### src/rtl/privmode_seq.sv
// Privilege-mode and trap/return sequencer with a WFI wait/timeout state machine.
// It qualifies the raw trap, mret, sret and wfi requests from the M stage into commit strobes.
module privmode_seq #(
  parameter int S_SUPPORTED = 1,
  parameter int U_SUPPORTED = 1,
  parameter int WFI_TO_BITS = 8
) (
  input  logic       clk,
  input  logic       reset,
  input  logic       StallW,
  input  logic       TrapReqM,
  input  logic       TrapDelegM,
  input  logic       mretReqM,
  input  logic       sretReqM,
  input  logic       wfiReqM,
  input  logic       IntPendingM,
  input  logic [1:0] STATUS_MPP,
  input  logic       STATUS_SPP,
  input  logic       STATUS_TW,
  input  logic       STATUS_TSR,
  output logic       TrapM,
  output logic       NextPrivModeIsM,
  output logic       mretM,
  output logic       sretM,
  output logic       IllegalInstrM,
  output logic       WFIStallM,
  output logic [1:0] PrivilegeModeW
);

  localparam logic [1:0] MODE_M = 2'b11;
  localparam logic [1:0] MODE_S = 2'b01;
  localparam logic [1:0] MODE_U = 2'b00;

  localparam logic [1:0] ST_IDLE = 2'd0;
  localparam logic [1:0] ST_WAIT = 2'd1;
  localparam logic [1:0] ST_TOUT = 2'd2;

  localparam logic S_SUP = (S_SUPPORTED != 0);
  localparam logic U_SUP = (U_SUPPORTED != 0);

  localparam logic [WFI_TO_BITS-1:0] CNT_MAX = '1;
  localparam logic [WFI_TO_BITS-1:0] CNT_PRE = CNT_MAX - {{(WFI_TO_BITS-1){1'b0}}, 1'b1};
  localparam logic [WFI_TO_BITS-1:0] CNT_ONE = {{(WFI_TO_BITS-1){1'b0}}, 1'b1};

  logic [1:0]             r_priv;
  logic [1:0]             r_state;
  logic [WFI_TO_BITS-1:0] r_cnt;

  logic [1:0]             w_priv_nxt;
  logic [1:0]             w_state_nxt;
  logic [WFI_TO_BITS-1:0] w_cnt_nxt;

  logic w_idle;
  logic w_tout_fire;
  logic w_mret_act;
  logic w_sret_act;
  logic w_wfi_act;
  logic w_mret_ill;
  logic w_sret_ill;
  logic w_cnt_en;

  // An mret may only return to a mode that exists; MPP=10 is reserved and maps to M.
  function automatic logic [1:0] f_mret_mode(input logic [1:0] mpp);
    logic [1:0] m;
    case (mpp)
      MODE_S:  m = S_SUP ? MODE_S : MODE_M;
      MODE_U:  m = U_SUP ? MODE_U : MODE_M;
      default: m = MODE_M;
    endcase
    return m;
  endfunction

  function automatic logic [1:0] f_sret_mode(input logic spp);
    logic [1:0] m;
    if (spp)
      m = MODE_S;
    else
      m = U_SUP ? MODE_U : MODE_S;
    return m;
  endfunction

  assign w_idle      = (r_state == ST_IDLE);
  assign w_tout_fire = (r_state == ST_TOUT) & ~TrapReqM;

  assign w_mret_act = w_idle & ~TrapReqM & mretReqM;
  assign w_sret_act = w_idle & ~TrapReqM & ~mretReqM & sretReqM;
  assign w_wfi_act  = w_idle & ~TrapReqM & ~mretReqM & ~sretReqM & wfiReqM;

  assign w_mret_ill = (r_priv != MODE_M);
  assign w_sret_ill = (r_priv == MODE_U) | ((r_priv == MODE_S) & STATUS_TSR) | ~S_SUP;

  assign w_cnt_en = STATUS_TW & (r_priv != MODE_M);

  assign IllegalInstrM = w_tout_fire | (w_mret_act & w_mret_ill) | (w_sret_act & w_sret_ill);
  assign TrapM         = TrapReqM | IllegalInstrM;
  assign mretM         = w_mret_act & ~w_mret_ill;
  assign sretM         = w_sret_act & ~w_sret_ill;

  // A WFI timeout always traps to M, regardless of delegation.
  assign NextPrivModeIsM = w_tout_fire | ~(S_SUP & TrapDelegM & (r_priv != MODE_M));

  assign WFIStallM      = (r_state == ST_WAIT) & ~(IntPendingM | TrapReqM);
  assign PrivilegeModeW = r_priv;

  always_comb begin
    w_priv_nxt = r_priv;
    if (TrapM)
      w_priv_nxt = NextPrivModeIsM ? MODE_M : MODE_S;
    else if (mretM)
      w_priv_nxt = f_mret_mode(STATUS_MPP);
    else if (sretM)
      w_priv_nxt = f_sret_mode(STATUS_SPP);
  end

  always_comb begin
    w_state_nxt = r_state;
    w_cnt_nxt   = r_cnt;
    case (r_state)
      ST_IDLE: begin
        w_cnt_nxt = '0;
        if (w_wfi_act & ~IntPendingM)
          w_state_nxt = ST_WAIT;
      end
      ST_WAIT: begin
        if (IntPendingM | TrapReqM) begin
          w_state_nxt = ST_IDLE;
          w_cnt_nxt   = '0;
        end else if (w_cnt_en && (r_cnt != CNT_MAX)) begin
          w_cnt_nxt = r_cnt + CNT_ONE;
          if (r_cnt == CNT_PRE)
            w_state_nxt = ST_TOUT;
        end else if (r_cnt == CNT_MAX) begin
          w_state_nxt = ST_TOUT;
        end
      end
      default: begin
        w_state_nxt = ST_IDLE;
        w_cnt_nxt   = '0;
      end
    endcase
  end

  always_ff @(posedge clk or posedge reset) begin
    if (reset) begin
      r_priv  <= MODE_M;
      r_state <= ST_IDLE;
      r_cnt   <= '0;
    end else if (~StallW) begin
      r_priv  <= w_priv_nxt;
      r_state <= w_state_nxt;
      r_cnt   <= w_cnt_nxt;
    end
  end

endmodule

### config.mk
export PLATFORM = sky130hd
export DESIGN_NAME = privmode_seq
export DESIGN_NICKNAME = d
export VERILOG_FILES = /design/src/rtl/privmode_seq.sv
export SDC_FILE = /design/constraint.sdc
export NUM_CORES = 1
export LEC_CHECK = 0
export CAP_MARGIN = 30
export CORE_AREA = 2 2 57 59
export DETAILED_ROUTE_END_ITERATION = 10
export DIE_AREA = 0 0 59 61
export DONT_BUFFER_PORTS = 1
export GPL_TIMING_DRIVEN = 1
export MAX_ROUTING_LAYER = met4
export PLACE_DENSITY_LB_ADDON = 0.08
export SYNTH_ARGS = -nofsm -noshare
export SYNTH_HDL_FRONTEND = slang
export SYNTH_SLANG_ARGS = --single-unit
export TNS_END_PERCENT = 1
### constraint.sdc
create_clock -name clk -period 1.4 [get_ports clk]
set_input_delay 0.21 -clock clk [delete_from_list [all_inputs] [get_ports clk]]
set_output_delay 0.21 -clock clk [all_outputs]
set_load 0.02 [all_outputs]
==> impl_metrics.tcl <==
set metrics [dict create \
    syn-cell-area_sq_um 852 \
    p_int_w 0.000664 \
    syn-num-nets 116 \
    floorplan.rows 20 \
    vias 842 \
    core-area_sq_um 2950 \
    slew_violations 0 \
    via_per_inst 5.30 \
    postRouteAntennaNets 0 \
    violations "setup timing" \
    setup_viol 14 \
    fin_cells 159 \
    clk_transition_reported_paths_ns 0.10 \
    syn_to_final_growth_pct 39.2 \
    status "complete, but fails checks" \
    antenna_found_initial 0 \
    ys_types 40 \
    final_common_cell "buf_4" \
    routed.top_layer "met4" \
    dp.cells 150 \
    holdWs_ns 0.0499 \
    die_w_um 59 \
    grt_max_degree 15 \
    yosys_register_bits 12 \
    path_buf_inv 1 \
    fin_ws_ns -0.254 \
    vdd_ir_drop_max_v 0.000237 \
    cts_tree "done" \
    p_sw_share_pct 30.7 \
    insertion_delay_ns 0.28 \
    io_pins 22 \
    pwr-share-seq_pct 40.3 \
    grt_pass1_wl_um 3920 \
    power_frac_clock_pct 30.5 \
    path_class "register to primary output" \
    p_sw_w 0.000295 \
    syn-instance-count 100 \
    synth_top_area_share_pct 29.4 \
    finalCriticalPeriod_ns 1.65 \
    h-tree-depth 1 \
    path_cells "nor2b_4 > and4_4 > buf_4" \
    cp_slowest_stage_delay_ns 0.60 \
    drc 0 \
    startpoint_type "register" \
    critPathSlowestCell "dfstp_2" \
    ys_warn_count 0 \
    routedWlPerCell_um 15.1 \
    end_kind "primary output" \
    route.met2.wl_um 1170 \
    clock_skew_ns 0.0121 \
    grt.total_usage_pct 15.2 \
    hold_class "primary input to register" \
    synth_top_area_cell "dfrtp_1" \
    final_cell_mix "20 x buf_4, 9 x nand2_1, 8 x inv_1, 8 x dfrtp_1, 6 x nor2_1" \
    dieArea_sq_um 3600 \
    drt-total-wl_um 2410 \
    max_freq_mhz 604 \
    start_util_pct 28.9 \
    cp_max_fo 3 \
    max-slew-margin-rel_pct 67.3 \
    first_pass_iters 4 \
    worstMarginPinSlew_ns 0.490 \
    synthTopCellsByArea "dfrtp_1 29%, dfstp_2 6.2%, o211ai_1 4.4%" \
    power.density_nw_per_um2 808 \
    p_comb_share_pct 29.1 \
    met3WireLength_um 121 \
    cts_buffers 3 \
    port_buffers 0 \
    layout.nets 143 \
    cts.sinks 12 \
    die_y_um 61 \
    cp.arrival_ns 1.44 \
    gr-total-overflow 0 \
    required_ns 1.19 \
    synth-seq-area-share_pct 35.5 \
    path_delay_family "flip-flops" \
    drv_cap 0 \
    avgSynthCellArea_sq_um 8.52 \
    power.leakage_nw 0.512 \
    n_antenna_cell 0 \
    clockBufferDepth 2 \
    drive_gt1_share_pct 41.3 \
    period_share_pct 118 \
    async_reset_ff_share_pct 100 \
    synth-edff-count 0 \
    final-hold-violation-count 0 \
    hpwl_um 1800 \
    grt_pass1_vias 856 \
    rsz0062_at_grt "true" \
    routedLengthMet1_um 1110 \
    cts_root_buffer "clkbuf_4" \
    drt-initial-drc-count 26 \
    gp_congestion 0.763 \
    synth_ff_type "dfrtp_1" \
]
[area by class of cell]
type / count / area [sq um]
clock buffers: 4 / 36.3
fillers: 306 / 1770
inverters: 9 / 33.8
multi-input cells: 77 / 576
flip-flops and latches: 12 / 305
well taps: 33 / 41.3
repair buffers: 24 / 194
[power groups by stage]
stage	clock network, W	registers (W)	logic [W]
CTS	0.000297	0.000385	0.000267
floorplan	0	0.000404	0.000133
global route	0.000314	0.000388	0.000300
detailed placement	0	0.000391	0.000226
finish	0.000292	0.000386	0.000279
global placement	0	0.000391	0.000225
[logic make-up after synthesis]
family / after synthesis / share of synthesized area [%]
fa+ha+maj: 2 / 2.94
compound gates: 32 / 27.0
mux: 1 / 1.17
buf+inv: 11 / 4.99
simple gates: 42 / 28.3
flops: 12 / 35.5
[state kept, by name (all words and copies together) (netlist names)]
signal / cells
r_state: 2
r_cnt: 8
PrivilegeModeW: 2
[final timing paths]
check / start / to / slack [ns] / cells past startpoint
max in group asynchronous: reset / r_state[0] / 0.65 / 2
setup / recovery: PrivilegeModeW[1] / mretM / -0.25 / 3
hold reg to reg: r_cnt[4] / r_cnt[4] / 0.55 / 2
setup reg to reg: PrivilegeModeW[0] / PrivilegeModeW[0] / -0.19 / 8
hold / removal: StallW / r_cnt[4] / 0.05 / 2
min in group asynchronous: reset / r_cnt[5] / 0.38 / 2
[cells in the mapped netlist, types with 2 or more instances]
| library cell | number |
|---|---|
| o211ai_1 | 5 |
| o21ai_0 | 6 |
| inv_1 | 9 |
| or2_2 | 2 |
| nand3_1 | 6 |
| or3_1 | 3 |
| or4_1 | 2 |
| nand2_1 | 9 |
| dfrtp_1 | 10 |
| nand4_1 | 3 |
| a21oi_1 | 6 |
| nor2_1 | 7 |
| dfstp_2 | 2 |
| a31oi_1 | 2 |
| nor2b_1 | 2 |
| ha_1 | 2 |
[metrics by stage]
step | setup TNS [ns] | power (W) | instance area [sq um] | worst slack (ns) | utilization, %
6_report | -1.96 | 0.000958 | 1190 | -0.254 | 40.2
5_1_grt | -2.87 | 0.00100 | 1190 | -0.318 | 40.2
4_1_cts | -1.98 | 0.000950 | 1160 | -0.265 | 39.2
3_5_place_dp | -0.270 | 0.000616 | 1050 | -0.101 | 35.5
3_3_place_gp | -0.188 | 0.000615 | 1050 | -0.0910 | 35.5
2_1_floorplan | -0.0348 | 0.000538 | 873 | -0.0192 | -
[worst reg2reg max path, stage by stage, from the launching register on]
cell      delay (ns)
dfstp_2         0.41
nand2b_1        0.17
a21oi_2         0.19
a21oi_2         0.09
buf_4           0.13
buf_4           0.12
buf_4           0.12
buf_4           0.12
a31oi_2         0.17
[repair_timing]
item / 4_1_cts / 5_1_grt
hold endpoints to repair: 10 / 0
pin swaps: 6 / 1
hold buffers: 1 / 0
buffers inserted: 4 / 0
endpoints found under the setup margin: 14 / 16
gates resized for setup: 14 / 6
[metal layers]
metal / vias to the layer above / track usage [%]
met3: 2 / 4.26
met2: 17 / 26.2
met5: - / -
met4: 0 / 4.87
met1: 398 / 17.1
li1: 425 / -
Note: power is estimated with default switching activity, not from simulation.
